[src/rtl/insn_pkg.sv]
// Shared constants, field bundle and FSM state encoding for the instruction encoder.
package insn_pkg;

    localparam int unsigned WORD_W  = 16;
    localparam int unsigned ADDR_W  = 8;
    localparam int unsigned CNT_W   = 9;
    localparam int unsigned OPC_W   = 3;
    localparam int unsigned OP_W    = 2;
    localparam int unsigned REG_W   = 3;
    localparam int unsigned SHIFT_W = 2;
    localparam int unsigned IMM8_W  = 8;
    localparam int unsigned IMM5_W  = 5;

    // Major opcodes
    localparam logic [OPC_W-1:0] OPC_LDR  = 3'b011;
    localparam logic [OPC_W-1:0] OPC_STR  = 3'b100;
    localparam logic [OPC_W-1:0] OPC_ALU  = 3'b101;
    localparam logic [OPC_W-1:0] OPC_MOV  = 3'b110;
    localparam logic [OPC_W-1:0] OPC_HALT = 3'b111;

    // Sub-opcodes
    localparam logic [OP_W-1:0] OP_NONE    = 2'b00;
    localparam logic [OP_W-1:0] OP_MOV_REG = 2'b00;
    localparam logic [OP_W-1:0] OP_MOV_IMM = 2'b10;
    localparam logic [OP_W-1:0] OP_ADD     = 2'b00;
    localparam logic [OP_W-1:0] OP_CMP     = 2'b01;
    localparam logic [OP_W-1:0] OP_AND     = 2'b10;
    localparam logic [OP_W-1:0] OP_MVN     = 2'b11;

    localparam logic [WORD_W-1:0] HALT_WORD = 16'hE000;
    localparam logic [ADDR_W-1:0] LAST_ADDR = 8'hFF;

    typedef enum logic [1:0] {
        ST_IDLE = 2'd0,
        ST_RUN  = 2'd1,
        ST_DONE = 2'd2,
        ST_FULL = 2'd3
    } state_e;

    // Raw instruction fields as presented on the input side
    typedef struct packed {
        logic [OPC_W-1:0]   opcode;
        logic [OP_W-1:0]    op;
        logic [REG_W-1:0]   rn;
        logic [REG_W-1:0]   rd;
        logic [REG_W-1:0]   rm;
        logic [SHIFT_W-1:0] shift;
        logic [IMM8_W-1:0]  imm8;
        logic [IMM5_W-1:0]  imm5;
    } insn_fields_t;

endpackage

[src/rtl/insn_field_pack.sv]
// Combinational field packing and legality check for one instruction.
module insn_field_pack
    import insn_pkg::*;
(
    input  insn_fields_t        fields,
    output logic [WORD_W-1:0]   word,
    output logic                legal
);

    logic [REG_W-1:0] alu_rn;
    logic [REG_W-1:0] alu_rd;

    // CMP has no destination and MVN has no first operand; those fields encode as zero
    always_comb begin
        alu_rn = (fields.op == OP_MVN) ? REG_W'(0) : fields.rn;
        alu_rd = (fields.op == OP_CMP) ? REG_W'(0) : fields.rd;
    end

    // Select the encoding for the opcode/op pair; anything not listed is illegal
    always_comb begin
        word  = '0;
        legal = 1'b0;
        case (fields.opcode)
            OPC_MOV: begin
                if (fields.op == OP_MOV_IMM) begin
                    word  = {OPC_MOV, OP_MOV_IMM, fields.rn, fields.imm8};
                    legal = 1'b1;
                end else if (fields.op == OP_MOV_REG) begin
                    word  = {OPC_MOV, OP_MOV_REG, REG_W'(0), fields.rd, fields.shift, fields.rm};
                    legal = 1'b1;
                end
            end
            OPC_ALU: begin
                word  = {OPC_ALU, fields.op, alu_rn, alu_rd, fields.shift, fields.rm};
                legal = 1'b1;
            end
            OPC_LDR, OPC_STR: begin
                if (fields.op == OP_NONE) begin
                    word  = {fields.opcode, OP_NONE, fields.rn, fields.rd, fields.imm5};
                    legal = 1'b1;
                end
            end
            OPC_HALT: begin
                if (fields.op == OP_NONE) begin
                    word  = HALT_WORD;
                    legal = 1'b1;
                end
            end
            default: begin
                word  = '0;
                legal = 1'b0;
            end
        endcase
    end

endmodule

[src/rtl/insn_encoder.sv]
// Instruction encoder: accepts instruction fields and writes encoded words to instruction memory.
module insn_encoder
    import insn_pkg::*;
(
    input  logic                clk,
    input  logic                reset,
    input  logic                load_addr,
    input  logic [7:0]          start_addr,
    input  logic                in_valid,
    output logic                in_ready,
    input  logic [2:0]          opcode,
    input  logic [1:0]          op,
    input  logic [2:0]          rn,
    input  logic [2:0]          rd,
    input  logic [2:0]          rm,
    input  logic [1:0]          shift,
    input  logic [7:0]          imm8,
    input  logic [4:0]          imm5,
    output logic                mem_write,
    output logic [7:0]          mem_addr,
    output logic [15:0]         mem_dout,
    output logic                err,
    output logic [8:0]          count,
    output logic [1:0]          state_o
);

    state_e              state_q, state_d;
    logic [ADDR_W-1:0]   ptr_q, ptr_d;
    logic [CNT_W-1:0]    count_q, count_d;
    logic                in_ready_q, in_ready_d;
    logic                mem_write_q, mem_write_d;
    logic                err_q, err_d;
    logic [ADDR_W-1:0]   mem_addr_q, mem_addr_d;
    logic [WORD_W-1:0]   mem_dout_q, mem_dout_d;

    insn_fields_t        fields;
    logic [WORD_W-1:0]   word;
    logic                legal;
    logic                xfer_c;

    // Bundle the input fields for the packer
    always_comb begin
        fields.opcode = opcode;
        fields.op     = op;
        fields.rn     = rn;
        fields.rd     = rd;
        fields.rm     = rm;
        fields.shift  = shift;
        fields.imm8   = imm8;
        fields.imm5   = imm5;
    end

    insn_field_pack u_field_pack (
        .fields (fields),
        .word   (word),
        .legal  (legal)
    );

    // in_ready_q always mirrors (state_q == ST_RUN), so this is the handshake
    always_comb xfer_c = in_valid & in_ready_q;

    // Next-state, pointer, count and output-register logic
    always_comb begin
        state_d     = state_q;
        ptr_d       = ptr_q;
        count_d     = count_q;
        mem_write_d = 1'b0;
        err_d       = 1'b0;
        mem_addr_d  = mem_addr_q;
        mem_dout_d  = mem_dout_q;

        if (load_addr) begin
            // Restart wins over any transfer in the same cycle
            state_d = ST_RUN;
            ptr_d   = start_addr;
            count_d = '0;
        end else begin
            case (state_q)
                ST_RUN: begin
                    if (xfer_c) begin
                        if (legal) begin
                            mem_write_d = 1'b1;
                            mem_addr_d  = ptr_q;
                            mem_dout_d  = word;
                            ptr_d       = ptr_q + ADDR_W'(1);
                            count_d     = count_q + CNT_W'(1);
                            if (word == HALT_WORD) begin
                                state_d = ST_DONE;
                            end else if (ptr_q == LAST_ADDR) begin
                                state_d = ST_FULL;
                            end
                        end else begin
                            err_d = 1'b1;
                        end
                    end
                end
                default: begin
                    state_d = state_q;
                end
            endcase
        end

        in_ready_d = (state_d == ST_RUN);
    end

    // State and output registers with asynchronous reset
    always_ff @(posedge clk or posedge reset) begin
        if (reset) begin
            state_q     <= ST_IDLE;
            ptr_q       <= '0;
            count_q     <= '0;
            in_ready_q  <= 1'b0;
            mem_write_q <= 1'b0;
            err_q       <= 1'b0;
            mem_addr_q  <= '0;
            mem_dout_q  <= '0;
        end else begin
            state_q     <= state_d;
            ptr_q       <= ptr_d;
            count_q     <= count_d;
            in_ready_q  <= in_ready_d;
            mem_write_q <= mem_write_d;
            err_q       <= err_d;
            mem_addr_q  <= mem_addr_d;
            mem_dout_q  <= mem_dout_d;
        end
    end

    // Drive ports from registers
    always_comb begin
        in_ready  = in_ready_q;
        mem_write = mem_write_q;
        err       = err_q;
        mem_addr  = mem_addr_q;
        mem_dout  = mem_dout_q;
        count     = count_q;
        state_o   = 2'(state_q);
    end

endmodule

[config.mk]
export PLATFORM = sky130hd
export DESIGN_NAME = insn_encoder
export DESIGN_NICKNAME = d
export VERILOG_FILES = /design/src/rtl/insn_pkg.sv /design/src/rtl/insn_field_pack.sv /design/src/rtl/insn_encoder.sv
export SDC_FILE = /design/constraint.sdc
export NUM_CORES = 1
export LEC_CHECK = 0
export ABC_AREA = 1
export CAP_MARGIN = 5
export CORE_MARGIN = 3
export CORE_UTILIZATION = 28
export DETAILED_ROUTE_END_ITERATION = 16
export SLEW_MARGIN = 20
export SYNTH_ARGS = -nofsm -noshare
export SYNTH_HDL_FRONTEND = slang
export SYNTH_SLANG_ARGS = --single-unit
[constraint.sdc]
create_clock -name clk -period 1.8 [get_ports clk]
set_input_delay 0.27 -clock clk [delete_from_list [all_inputs] [get_ports clk]]
set_output_delay 0.27 -clock clk [all_outputs]
set_load 0.05 [all_outputs]
# Word level (Yosys, flattened, before mapping)
# Cells that the tools add are included.
# Widths: inputs -> output; s select.
# classes
n_lt_le_gt_ge	0
add_sub_neg	2
mux	32
eq_ne	12
bitwise_logic	2
multipliers	0
div	0
shift	0
reduce_logical	8
# ops
cell	n
$mux 16	4
$pmux 16 s4	1
$mux 9	4
$mux 8	4
$eq 16x16->1 const B	1
$eq 3x3->1 const B	4
$mux 2	6
$mux 1	10
$add 9x1->9 const B	1
$add 8x1->8 const B	1
$eq 8x8->1 const B	1
$eq 2x1->1 const B	3
$mux 3	2
$reduce_bool 2->1	3
$eq 2x2->1 const B	2
$reduce_and 4->1	1
$eq 3x2->1 const B	1
$pmux 1 s3	1
$reduce_and 3->1	1
$reduce_or 3->1	1
$logic_not 2->1	1
$reduce_or 2->1	1
$and 1x1->1	1
$not 1->1	1
# word_totals
ramBits	0
mem_bits_ro	0
memories	0
register_bits	46
latch_bits	0
out_inout_bits	38
in_bits	41

# Logic depth before layout (Yosys ltp)
# depth
word_depth	11
ltp_mapped	10
ltp_nobuf	10

# By module
# Synthesis repeated with hierarchy kept, for this count alone.
# unflattened
hier_cells	379
area_unflattened_um2	2727.6
# by_module_without_submodules
module	seq_area_each_um2	cells_per_inst	area_each_um2	instances
insn_encoder	1151.1	256	2172.1	1
insn_field_pack	0.0	123	555.5	1

# Worst setup path before layout
# Ideal clock, no wire load.
# synth_path
kind	register to register
startpoint	register count_q[1], in the netlist count[1]
endpoint	register count_q[6], in the netlist count[6]
path_stages_with_launch	6
required_ns	1.673
synth_period_minus_slack_ns	1.703
arrival_ns	1.576
slack_ns	0.097
path_cell_list	dfrtp_1 ha_1 nand3_1 nor3_1 xor2_1 o22ai_2
# synth_via
elab_chain_len	5
# synth_lines
item	line	rtl
start: declaration	insn_encoder.sv:29	logic [CNT_W-1:0] count_q, count_d;
start signal: assignment	insn_encoder.sv:120	count_q <= count_d;
$add 9x1->9	insn_encoder.sv:86	count_d = count_q + CNT_W'(1);
$mux 9	insn_encoder.sv:81	if (legal) begin
$mux 9	insn_encoder.sv:80	if (xfer_c) begin
$mux 9	insn_encoder.sv:78	case (state_q)
$mux 9	insn_encoder.sv:72	if (load_addr) begin
# No other way between the ends. The select of a mux whose other input is x is not followed.
# A chain may end at the register's enable or synchronous reset.

# Worst setup path after layout
# layout_path
startpoint	register mem_dout_q[7], in the netlist mem_dout[7]
endpoint	output mem_dout[7]
# layout_rtl
item	line	rtl
start: declaration	insn_encoder.sv:34	logic [WORD_W-1:0] mem_dout_q, mem_dout_d;
start signal: assignment	insn_encoder.sv:125	mem_dout_q <= mem_dout_d;
end: declaration	insn_encoder.sv:21	output logic [15:0] mem_dout,
# No word-level cell between the ends.

==> results.sh <==
export IMPL_cts_buffers=5
export IMPL_via_count=2295
export IMPL_yosys_warnings=0
export IMPL_synthTopCellsByCount="nand2_1, dfrtp_1, inv_1, nand3_1, o21ai_0"
export IMPL_fin_crit_sh_pct=96.8
export IMPL_slowest_stage="clkdlybuf4s50_1"
export IMPL_cts_tree="done"
export IMPL_rrSetupSlack_ns=0.27
export IMPL_nNetsFinal=449
export IMPL_async_reset_ff_share_pct=100
export IMPL_required_ns=1.53
export IMPL_yosys_top_cells_area="dfrtp_1, nand2_1, nand3_1, inv_1, o21ai_0"
export IMPL_instances_no_fill=512
export IMPL_status="completed"
export IMPL_cp_startpoint="mem_dout[7]"
export IMPL_numPortBuffers=78
export IMPL_cp_depth=1
export IMPL_critical_path_arrival_ns=1.47
export IMPL_track_usage_pct=13.9
export IMPL_synth_top_area_share_pct=48.1
export IMPL_synth_most_common_cell="nand2_1"
export IMPL_holdBufCountCts=0
export IMPL_worst_setup_path_type="reg -> out"
export IMPL_synth_area_um2=2390
export IMPL_min_period_ns=1.74
export IMPL_clk_latency_ns=0.30
export IMPL_hold_slack_ns=0.298
export IMPL_avgSynthCellArea_um2=8.09
export IMPL_ant_nets=0
export IMPL_hold_viol=0
export IMPL_place_gp_congestion=0.892
export IMPL_synthDistinctLibCells=29
export IMPL_row_count=33
export IMPL_path_cells="clkdlybuf4s50_1"
export IMPL_clock_skew_ns=0.00759
export IMPL_p_total_w=0.00306
export IMPL_drv_cap=0
export IMPL_post_route_util_pct=43.5
export IMPL_p_per_area_nw_per_um2=853
export IMPL_path_buf_inv=1
export IMPL_syn_inst=296
export IMPL_grt_max_degree=21
export IMPL_nFillCells=864
export IMPL_core_um2=8260
export IMPL_grt_overflow=0
export IMPL_crit_fanout=2
export IMPL_drtPass1Iterations=4
export IMPL_synth_seq_area_share_pct=48.1
export IMPL_tightest_slew_ns=0.514
export IMPL_max_slew_margin_pct=65.6
export IMPL_critPathCaptureType="output pin"
export IMPL_r2r_end="count[8]"
export IMPL_grt_pass1_wl_um=11200
export IMPL_die_h_um=98.5
export IMPL_drc=0
export IMPL_drtIter0Drc=98
export IMPL_clk_path_buf_depth=2
export IMPL_cts_sinks=46
export IMPL_synthesis_nets=339
export IMPL_rsz0062_at_grt="no"
export IMPL_synth_ff_type="dfrtp_1"
export IMPL_setup_viol=0
export IMPL_num_io_pins=79
export IMPL_ir_worst_vdd_mv=0.364
export IMPL_drive_above_1_share_pct=18.9
export IMPL_reg2reg_from="count[0]"
export IMPL_critPathMaxStageDelay_ns=0.82
export IMPL_dieArea_um2=9690
export IMPL_routedWlPerCell_um=12.6
export IMPL_cts_clk_slew_worst_paths_ns=0.08
export IMPL_tns_ns=0
export IMPL_drv_slew=0
export IMPL_syn2layout_area_growth_pct=49.9
export IMPL_antenna_found_initial=0
export IMPL_min_path_type="in -> async"
export IMPL_num_antenna_cells=0
export IMPL_fmax_ghz=0.574
export IMPL_critPathLaunchType="flip-flop"
export IMPL_clockRootBuffer="clkbuf_8"
export IMPL_synth_seq_cells=46
export IMPL_wirelength_um=6460
export IMPL_die_w_um=98.5
export IMPL_viasPerCell=4.48
export IMPL_dpl_hpwl_um=5120
export IMPL_yosysTopAreaCell="dfrtp_1"
export IMPL_ff2ff_path_depth=6
export IMPL_cp_top_family="buffers and inverters"
export IMPL_grt_pass1_vias=2346
export IMPL_p_leak_nw=1.71
export IMPL_dp_cells=504
export IMPL_synth_edff_count=0
export IMPL_htreeDepth=2
export IMPL_initial_core_util_pct=29.0
==> report_power, final <==
part	internal, W	switching, W
combinational	0.000399	0.000651
sequential	0.00116	0.0000925
clock	0.000416	0.000341
total	0.00198	0.00108
==> how the worst max path moves through the flow <==
stage,to,slack [ns]
finish,mem_dout[7],0.06
global route,mem_dout[8],0.004
CTS,mem_dout[4],0.04
detailed placement,ptr_q[2],-0.15
global placement,mem_dout[7],-0.07
floorplan,count[6],0.1
==> logic make-up after synthesis <==
| group | after synthesis | synth area share, % |
|---|---|---|
| simple gates | 156 | 27.5 |
| flops | 46 | 48.1 |
| compound gates | 45 | 12.9 |
| buf+inv | 39 | 7.53 |
| xor+xnor | 8 | 2.93 |
| fa+ha+maj | 2 | 1.05 |
==> final cells by class <==
type	count	area, um^2	area share (%)
timing repair buffer	111	1020	28.5
tap	105	131	3.66
sequential	46	1150	32.1
multi-input combinational	211	1060	29.6
inverter	31	116	3.24
clock inverter	1	30.0	0.837
clock buffer	7	76.3	2.13
==> through the flow <==
stage / setup slack [ns] / area, um^2
after floorplan: 0.0966 / 2390
after global placement: -0.0721 / 3480
after detailed placement: -0.151 / 3480
after CTS: 0.0411 / 3590
after global routing: 0.00445 / 3590
final: 0.0570 / 3590
==> layer usage <==
metal	wire, um	GRT usage, %
met1	3000	18.7
met2	3020	23.0
met3	374	3.33
met4	58	2.84
met5	0	0
==> flip-flops by register name, summed over array words and instances, names as in the netlist <==
name / count
count: 9
ptr_q: 8
mem_dout: 16
state_o: 2
mem_write: 1
in_ready: 1
err: 1
mem_addr: 8
==> placed cells by master (no fill, tap or decap), drive strengths merged, types with 7 or more instances in the layout <==
master,count
dfrtp,46
clkbuf,7
xor2,7
clkdlybuf4s50,55
o21ai,24
nor2,16
nand2,105
buf,56
nand3,26
inv,30
==> timing repair <==
item                       4_1_cts  5_1_grt
resized for setup                0        1
setup endpoints to repair        0        1
buffers inserted                 0        0
(Power assumes the default switching activity.)
